==> config.mk <==
export PLATFORM = sky130hd
export DESIGN_NAME = day10_load_counter
export DESIGN_NICKNAME = d
export VERILOG_FILES = /design/src/rtl/day10_load_counter_pkg.sv /design/src/rtl/day10_load_counter_load_base_reg.sv /design/src/rtl/day10_load_counter.sv
export SDC_FILE = /design/constraint.sdc
export NUM_CORES = 1
export LEC_CHECK = 0
export ABC_AREA = 0
export BUFFER_PORTS_ARGS = -buffer_cell sky130_fd_sc_hd__buf_2
export CAP_MARGIN = 20
export CORE_AREA = 4 4 41 43
export DETAILED_ROUTE_END_ITERATION = 12
export DIE_AREA = 0 0 45 47
export PLACE_DENSITY_LB_ADDON = 0.25
export SLEW_MARGIN = 15
export SYNTH_ARGS = -nofsm -noshare
export SYNTH_HDL_FRONTEND = slang
export SYNTH_HIERARCHICAL = 1
export SYNTH_SLANG_ARGS = --single-unit
==> constraint.sdc <==
create_clock -name clk -period 2.6 [get_ports clk]
set_input_delay 0.52 -clock clk [delete_from_list [all_inputs] [get_ports clk]]
set_output_delay 0.52 -clock clk [all_outputs]
set_load 0.02 [all_outputs]
==> src/rtl/day10_load_counter_pkg.sv <==
// Shared constants and helpers for the loadable cyclic counter.
package day10_load_counter_pkg;

  localparam int unsigned DEFAULT_WIDTH = 4;

  typedef logic [DEFAULT_WIDTH-1:0] count_t;

  // Largest value representable in `width` bits (2^width - 1).
  function automatic int unsigned max_count(input int unsigned width);
    return (32'd1 << width) - 32'd1;
  endfunction

endpackage

==> src/rtl/day10_load_counter_load_base_reg.sv <==
// Holds the wrap base: captured on load, cleared on reset, otherwise stable.
module load_base_reg #(
  parameter int unsigned WIDTH = 4
) (
  input  logic             clk,
  input  logic             reset,
  input  logic             load_i,
  input  logic [WIDTH-1:0] load_val_i,
  output logic [WIDTH-1:0] base_o
);

  logic [WIDTH-1:0] base_q;
  logic [WIDTH-1:0] base_d;

  always_comb begin
    base_d = base_q;
    if (load_i) begin
      base_d = load_val_i;
    end
  end

  always_ff @(posedge clk) begin
    if (reset) begin
      base_q <= '0;
    end else begin
      base_q <= base_d;
    end
  end

  assign base_o = base_q;

endmodule

==> src/rtl/day10_load_counter.sv <==
// Up-counter with loadable start value; after the all-ones maximum it
// returns to the most recently loaded value instead of zero.
module day10_load_counter
  import day10_load_counter_pkg::*;
#(
  parameter int unsigned WIDTH = DEFAULT_WIDTH
) (
  input  logic             clk,
  input  logic             reset,
  input  logic             load_i,
  input  logic [WIDTH-1:0] load_val_i,
  output logic [WIDTH-1:0] count_o
);

  localparam logic [WIDTH-1:0] COUNT_MAX = WIDTH'(max_count(WIDTH));

  logic [WIDTH-1:0] count_q;
  logic [WIDTH-1:0] count_d;
  logic [WIDTH-1:0] base_q;

  load_base_reg #(
    .WIDTH (WIDTH)
  ) u_load_base_reg (
    .clk        (clk),
    .reset      (reset),
    .load_i     (load_i),
    .load_val_i (load_val_i),
    .base_o     (base_q)
  );

  // Load beats wrap, so a load at the maximum takes the new value.
  always_comb begin
    count_d = count_q + WIDTH'(1);
    if (load_i) begin
      count_d = load_val_i;
    end else if (count_q == COUNT_MAX) begin
      count_d = base_q;
    end
  end

  always_ff @(posedge clk) begin
    if (reset) begin
      count_q <= '0;
    end else begin
      count_q <= count_d;
    end
  end

  assign count_o = count_q;

endmodule

# [Yosys cells after proc, flatten, opt, wreduce, memory -nomap -nowiden]
# Index checks and enable logic that the tools add are counted.
[totals] reg_bits=8 word_cells=6 out_inout_bits=4 input_bits=7
[classes] add_sub_neg=1 eq_ne=1 n_mux=2
[op_table] cell="$mux 4" n=2
[op_table] cell="$add 4x1->4 const B" n=1
[op_table] cell="$eq 4x4->1 const B" n=1

# [Depth between registers and ports, before layout]
# Gate-level depths: netlist of the first run.
[logic_depth] word_depth=3 mapped_depth=4

# [Modules after synthesis]
# The synthesis of the first run kept the hierarchy.
[by_module_without_submodules] mod="day10_load_counter" instances=1 cells_per_inst=25 seq_area_each_um2=80.1 area_each_um2=225.2
[by_module_without_submodules] mod="load_base_reg" instances=1 cells_per_inst=13 seq_area_each_um2=80.1 area_each_um2=140.1

# [Worst setup path after synthesis of the first run]
# OpenSTA, ideal clock, no wires.
[synth_path] kind="register to register" start="reg count_q[0], in the netlist count_o[0]" end="reg count_q[1], in the netlist count_o[1]" synth_period_minus_slack_ns=1.313 arrival_time_ns=1.210 slack_ns=1.287 required_time_ns=2.497 setup_ns=0.103 n_path_buf=0 stages_incl_launch_ff=5 path_cell_list="dfxtp_1 ha_1 nand3_2 nor3b_1 a2111oi_2"
[synth_via] elab_chain_cells=3 elab_cells_between_ends=4 classes_between="1 x add/sub; 1 x eq/ne; 2 x mux"
[synth_lines] element="start, declared" line="day10_load_counter.sv:17" text="logic [WIDTH-1:0] count_q;"
[synth_lines] element="start signal, assigned" line="day10_load_counter.sv:45" text="count_q <= count_d;"
[synth_lines] element="$add 4x1->4 or $eq 4x4->1 (tied branches)" line="day10_load_counter.sv:33, day10_load_counter.sv:36"
[synth_lines] element="$mux 4 (*)" line="day10_load_counter.sv:36" text="end else if (count_q == COUNT_MAX) begin"
[synth_lines] element="$mux 4 (*)" line="day10_load_counter.sv:34" text="if (load_i) begin"
# Every way passes the cells marked *; elsewhere a longest branch is shown, timed or not.
# A chain may end at the register's enable or synchronous reset.

# [Final worst setup path of the first run]
[layout_path] start="reg count_q[3], in the netlist count_o[3]" end="out count_o[3]"
[layout_rtl] element="end, declared" line="day10_load_counter.sv:12" text="output logic [WIDTH-1:0] count_o"
# No word-level cell between the ends.

==> metrics.txt, run 1 <==
status=completed; DRC viols=0; clk_skew=0.00371 ns; Die Wd=45 um; Multi-input gate area=196 sq um; post-cts repair resize count=0; pre-CTS setup slack=1.23 ns; CP peak stage delay=0.39 ns; r2r setup slk=1.31 ns; CTS H-tree depth=1; cts bufs inserted=3; FF-to-FF Start=count_o[0]; layout cells sized above 1=0.300; FMAX=737 MHz; Rows=13; Setup Crit Path Kind=reg -> out; slew margin rel.=0.817; slowest CP cell=dfxtp_1; design area=452 sq um; Max-cap violations=0; Max Slew Vio Count=0; initial drt markers=6; sw frac=0.263; Setup crit end kind=primary output; Setup TNS Final=0 ns; HP Start=u_load_base_reg/base_o[1]; unrepaired setup endpoints after global routing=no; final setup vio count=0; first-pass GRT wire length=1.28 mm; largest net degree at the start of global routing=13; Least-Margin Pin Slew=0.274 ns; routability cong.=0.658; Clock Sinks=8; post-route minimum period=1.36 ns; synth cell count leaders=dfxtp_1, nor2_1, mux2i_1; die area=2120 sq um; most frequent cell after synthesis=dfxtp_1; Critical R2R Capture=count_o[1]; Static Leak=0.198 nW; # port buffers=10; Non-Filler Instances=65; vias in the first global route=278; ANT nets after route=0; delay-heaviest family, CP=flip-flops; met2 GRT Util=0.110; Mean Syn Cell Area=9.61 sq um; io pins=11; DIE HEIGHT=47 um; Total GRT Usage=0.0912; Seq pwr share=0.502; initial antenna violation count=0; # hold bufs at CTS=0; Area Overhead vs Synth=23.6%; Main synth FF type=dfxtp_1; top post-synthesis cells by area=dfxtp_1, mux2i_1, nor2_1, o32ai_1, a2111oi_2; WL final=710 um; GRT overflow=0; Seq cells post-synth=8; HPWL Detailed=563 um; Yosys top cell by area=dfxtp_1; clk buf depth=2; HP Class=reg -> reg; Worst Path Buf+Inv=1; # Post-CTS Setup Buffers=0; CP required=2.08 ns; Worst Hold Path EP=u_load_base_reg/base_o[1]; initial core utilization=0.281; CP Launch Type=register; CTS clock-pin slew for the worst setup and hold paths=0.06 ns; pwr dens=607 nW/um^2; CP cell instances=buf_2; Post-Syn Nets=46; EDFF count, synth=0; sequential cell area fraction in the yosys report=0.438; worst reg2reg path depth=4; VDD IR max=0.312 mV; DR vias=305; Pint=0.202 mW; Setup WS post-layout=1.24 ns; total core area=1300 sq um; antenna cells=0; CP max FO=5; NetSw=0.0721 mW; final worst path period share=0.522; placed cell count=62; post-synth top area share=0.438; CTS tree=yes; root buf cell=clkbuf_4; GR Layer Usage met1=0.117; WL/cell=10.9 um; CP arrival=0.84 ns; Fillers=151; Post-DP Area=429 sq um; fin nets=60; Mapped Cells=38; Ys Warns=6; Clk network pwr share=0.348; DRT Pass-1 Iters=4; FFs w/ async S/R, synth=0; endpoints failing hold=0; hold depth=2; Netlist cell types=19; sequential cell area=160 sq um; Clock Latency Late Sink=0.25 ns; Worst Setup SP=count_o[3]; synthesized cell area=365 sq um; Logic pwr share=0.149; gr busiest metal=met1; met3 Use GR=0.0728; via-per-instance ratio=4.69
worst max-delay path by stage:
stage,slack (ns),depth (start not counted),endpoint
floorplan,1.29,4,count_o[1]
global placement,1.26,3,count_o[2]
detailed placement,1.23,3,count_o[2]
CTS,1.23,1,count_o[2]
global route,1.17,4,count_o[1]
finish,1.24,1,count_o[3]
cell families after synthesis:
| family | synth area share |
|---|---|
| and+or+nand+nor | 0.243 |
| DFF | 0.438 |
| AOI/OAI and AO/OA | 0.151 |
| muxes | 0.110 |
| buffers and inverters | 0.0239 |
| adders and majority gates | 0.0342 |
through the flow:
stage               utilization  total power, mW  hold slack, ns
finish                    0.347            0.274           0.500
global route              0.347            0.293           0.522
CTS                       0.347            0.280           0.510
detailed placement        0.330            0.182           0.495
global placement          0.330            0.183           0.489
floorplan                     -            0.165           0.461
power by group through the flow:
stage               Clock, mW  Sequential [mW]  Combinational [mW]
floorplan                   0            0.146              0.0193
global placement            0            0.141              0.0417
detailed placement          0            0.141              0.0415
CTS                    0.0998            0.138              0.0418
global route            0.107            0.139              0.0469
finish                 0.0955            0.138              0.0409
state kept, by name, indices dropped and copies added, names as in the netlist:
signal                  flops
count_o                     4
u_load_base_reg/base_o      4
placed cells by master, fill, tap and decap left out, drive strengths merged:
master / synthesis / layout
o32ai: 2 / 2
nor3b: 2 / 2
a2111oi: 1 / 1
nand2: 3 / 3
mux2i: 4 / 4
nand3: 2 / 2
buf: 0 / 10
a21oi: 1 / 1
inv: 1 / 1
nand3b: 1 / 1
o311ai: 1 / 1
dfxtp: 8 / 8
or2: 1 / 1
clkbuf: 1 / 3
nor3: 1 / 1
ha: 1 / 1
and2: 1 / 1
o221ai: 1 / 1
nor2: 6 / 6
per-layer routing:
layer	up-vias	share of wire
li1	165	-
met1	128	0.48
met2	12	0.41
met3	0	0.12
met4	0	0
met5	-	0
area by class of cell:
| cell class | instances | share of cell area |
|---|---|---|
| multi-input combinational | 28 | 0.435 |
| sequential | 8 | 0.355 |
| timing repair buffer | 10 | 0.111 |
| clock buffer | 3 | 0.0499 |
| tap | 15 | 0.0416 |
| inverter | 1 | 0.00831 |
No activity file was read; power rests on OpenSTA's default activity.
==> run 2: changes to the inputs <==
- clock period: 2.6 -> 1.3 ns (I/O delays scaled with it)
==> metrics.txt, run 2 (synthesis results as in run 1) <==
status=completed; DR vias=326; DRC viols=0; FMAX=831 MHz; Die Wd=45 um; HP Class=in -> reg; Setup TNS Final=0 ns; Seq pwr share=0.502; initial antenna violation count=0; Total GRT Usage=0.0926; Util after Layout=0.362; Fillers=161; CTS H-tree depth=1; DIE HEIGHT=47 um; Rows=13; post-route minimum period=1.20 ns; ANT nets after route=0; GRT overflow=0; Worst Setup SP=count_o[1]; initial core utilization=0.281; cts bufs inserted=3; CP Launch Type=register; # port buffers=10; routability cong.=0.690; CP max FO=4; Max-cap violations=0; Static Leak=0.204 nW; via-per-instance ratio=4.94; io pins=11; VDD IR max=0.552 mV; first-pass GRT wire length=1.32 mm; final worst path period share=0.926; layout cells sized above 1=0.373; sw frac=0.261; r2r setup slk=0.1 ns; Logic pwr share=0.158; FF-to-FF Start=count_o[1]; CTS tree=yes; most frequent cells in the layout=buf_2, dfxtp_1, nor2_1; Clock Sinks=8; Clk network pwr share=0.340; die area=2120 sq um; design area=470 sq um; total core area=1300 sq um; # hold bufs at CTS=0; unrepaired setup endpoints after global routing=no; clk buf depth=2; initial drt markers=3; WL/cell=12.2 um; Post-DP Area=440 sq um; most common cell after layout, fill and taps aside=buf_2; root buf cell=clkbuf_4; NetSw=0.145 mW; final setup vio count=0; Least-Margin Pin Slew=0.248 ns; total power=0.553 mW; Critical Path End=count_o[1]; fin nets=61; CP required=1.45 ns; Setup Crit Path Kind=reg -> reg; worst reg2reg path depth=4; largest net degree at the start of global routing=11; Area Overhead vs Synth=28.8%; antenna cells=0; slew margin rel.=0.834; clk_skew=0.00237 ns; Max Slew Vio Count=0; DRT Pass-1 Iters=4; Non-Filler Instances=66; vias in the first global route=321; HPWL Detailed=618 um; Setup crit end kind=register; Pint=0.409 mW; CTS clock-pin slew for the worst setup and hold paths=0.05 ns; Critical R2R Capture=count_o[1]; Clock Latency Late Sink=0.25 ns; pwr dens=1180 nW/um^2; WL final=804 um; placed cell count=63; # Post-CTS Setup Buffers=0; CP arrival=1.35 ns; endpoints failing hold=0
==> run 2: cell count changes in the layout (fill, tap and decap cells not counted), sizes merged <==
cell / previous run / this run
buf: 10 / 11
==> run 2: worst max-delay path, cell delays in order (launching register included) <==
cell and delay [ns]:
dfxtp_1 0.35, ha_2 0.22, nand3_2 0.11, nor3b_1 0.17
a2111oi_2 0.26
==> run 2: worst min-delay path by stage <==
stage	slack (ns)	depth (start not counted)	start	end
floorplan	0.33	1	reset	u_load_base_reg/base_o[0]
global placement	0.49	2	u_load_base_reg/base_o[2]	u_load_base_reg/base_o[2]
detailed placement	0.50	2	u_load_base_reg/base_o[1]	u_load_base_reg/base_o[1]
CTS	0.26	3	load_val_i[0]	u_load_base_reg/base_o[0]
global route	0.27	3	load_val_i[3]	u_load_base_reg/base_o[3]
finish	0.27	3	load_val_i[0]	u_load_base_reg/base_o[0]
==> run 2: what timing repair did <==
action	in CTS	in global routing
hold endpoints to repair	0	0
gates resized for setup	0	1
endpoints found under the setup margin	0	1
==> run 2: area by class of cell <==
cell class,instances,area [sq um],share of cell area
Clock buffer,3,22.5,0.0479
Sequential cell,8,161,0.343
Timing Repair Buffer,11,57.6,0.122
Inverter,1,3.75,0.00798
Tap cell,15,18.8,0.0399
Multi-Input combinational cell,28,206,0.439
==> run 2: stage by stage <==
stage / hold slack (ns) / setup slack, ns
6_report: 0.267 / 0.0962
5_1_grt: 0.272 / 0.0269
4_1_cts: 0.258 / 0.0882
3_5_place_dp: 0.497 / 0.103
3_3_place_gp: 0.488 / 0.0982
2_1_floorplan: 0.332 / 0.000949
==> run 2: per-layer routing <==
| metal | track usage | part of all wire |
|---|---|---|
| met1 | 0.105 | 0.44 |
| met2 | 0.133 | 0.46 |
| met3 | 0.0575 | 0.080 |
| met4 | 0.0526 | 0.012 |
| met5 | 0 | 0 |
==> run 2: power groups by stage <==
| stage | Combinational (mW) | Clock (mW) | Sequential, mW |
|---|---|---|---|
| after detailed placement | 0.0853 | 0 | 0.283 |
| final | 0.0875 | 0.188 | 0.278 |
| after floorplan | 0.0392 | 0 | 0.292 |
| after CTS | 0.0855 | 0.198 | 0.278 |
| after global routing | 0.0970 | 0.214 | 0.280 |
| after global placement | 0.0856 | 0 | 0.283 |
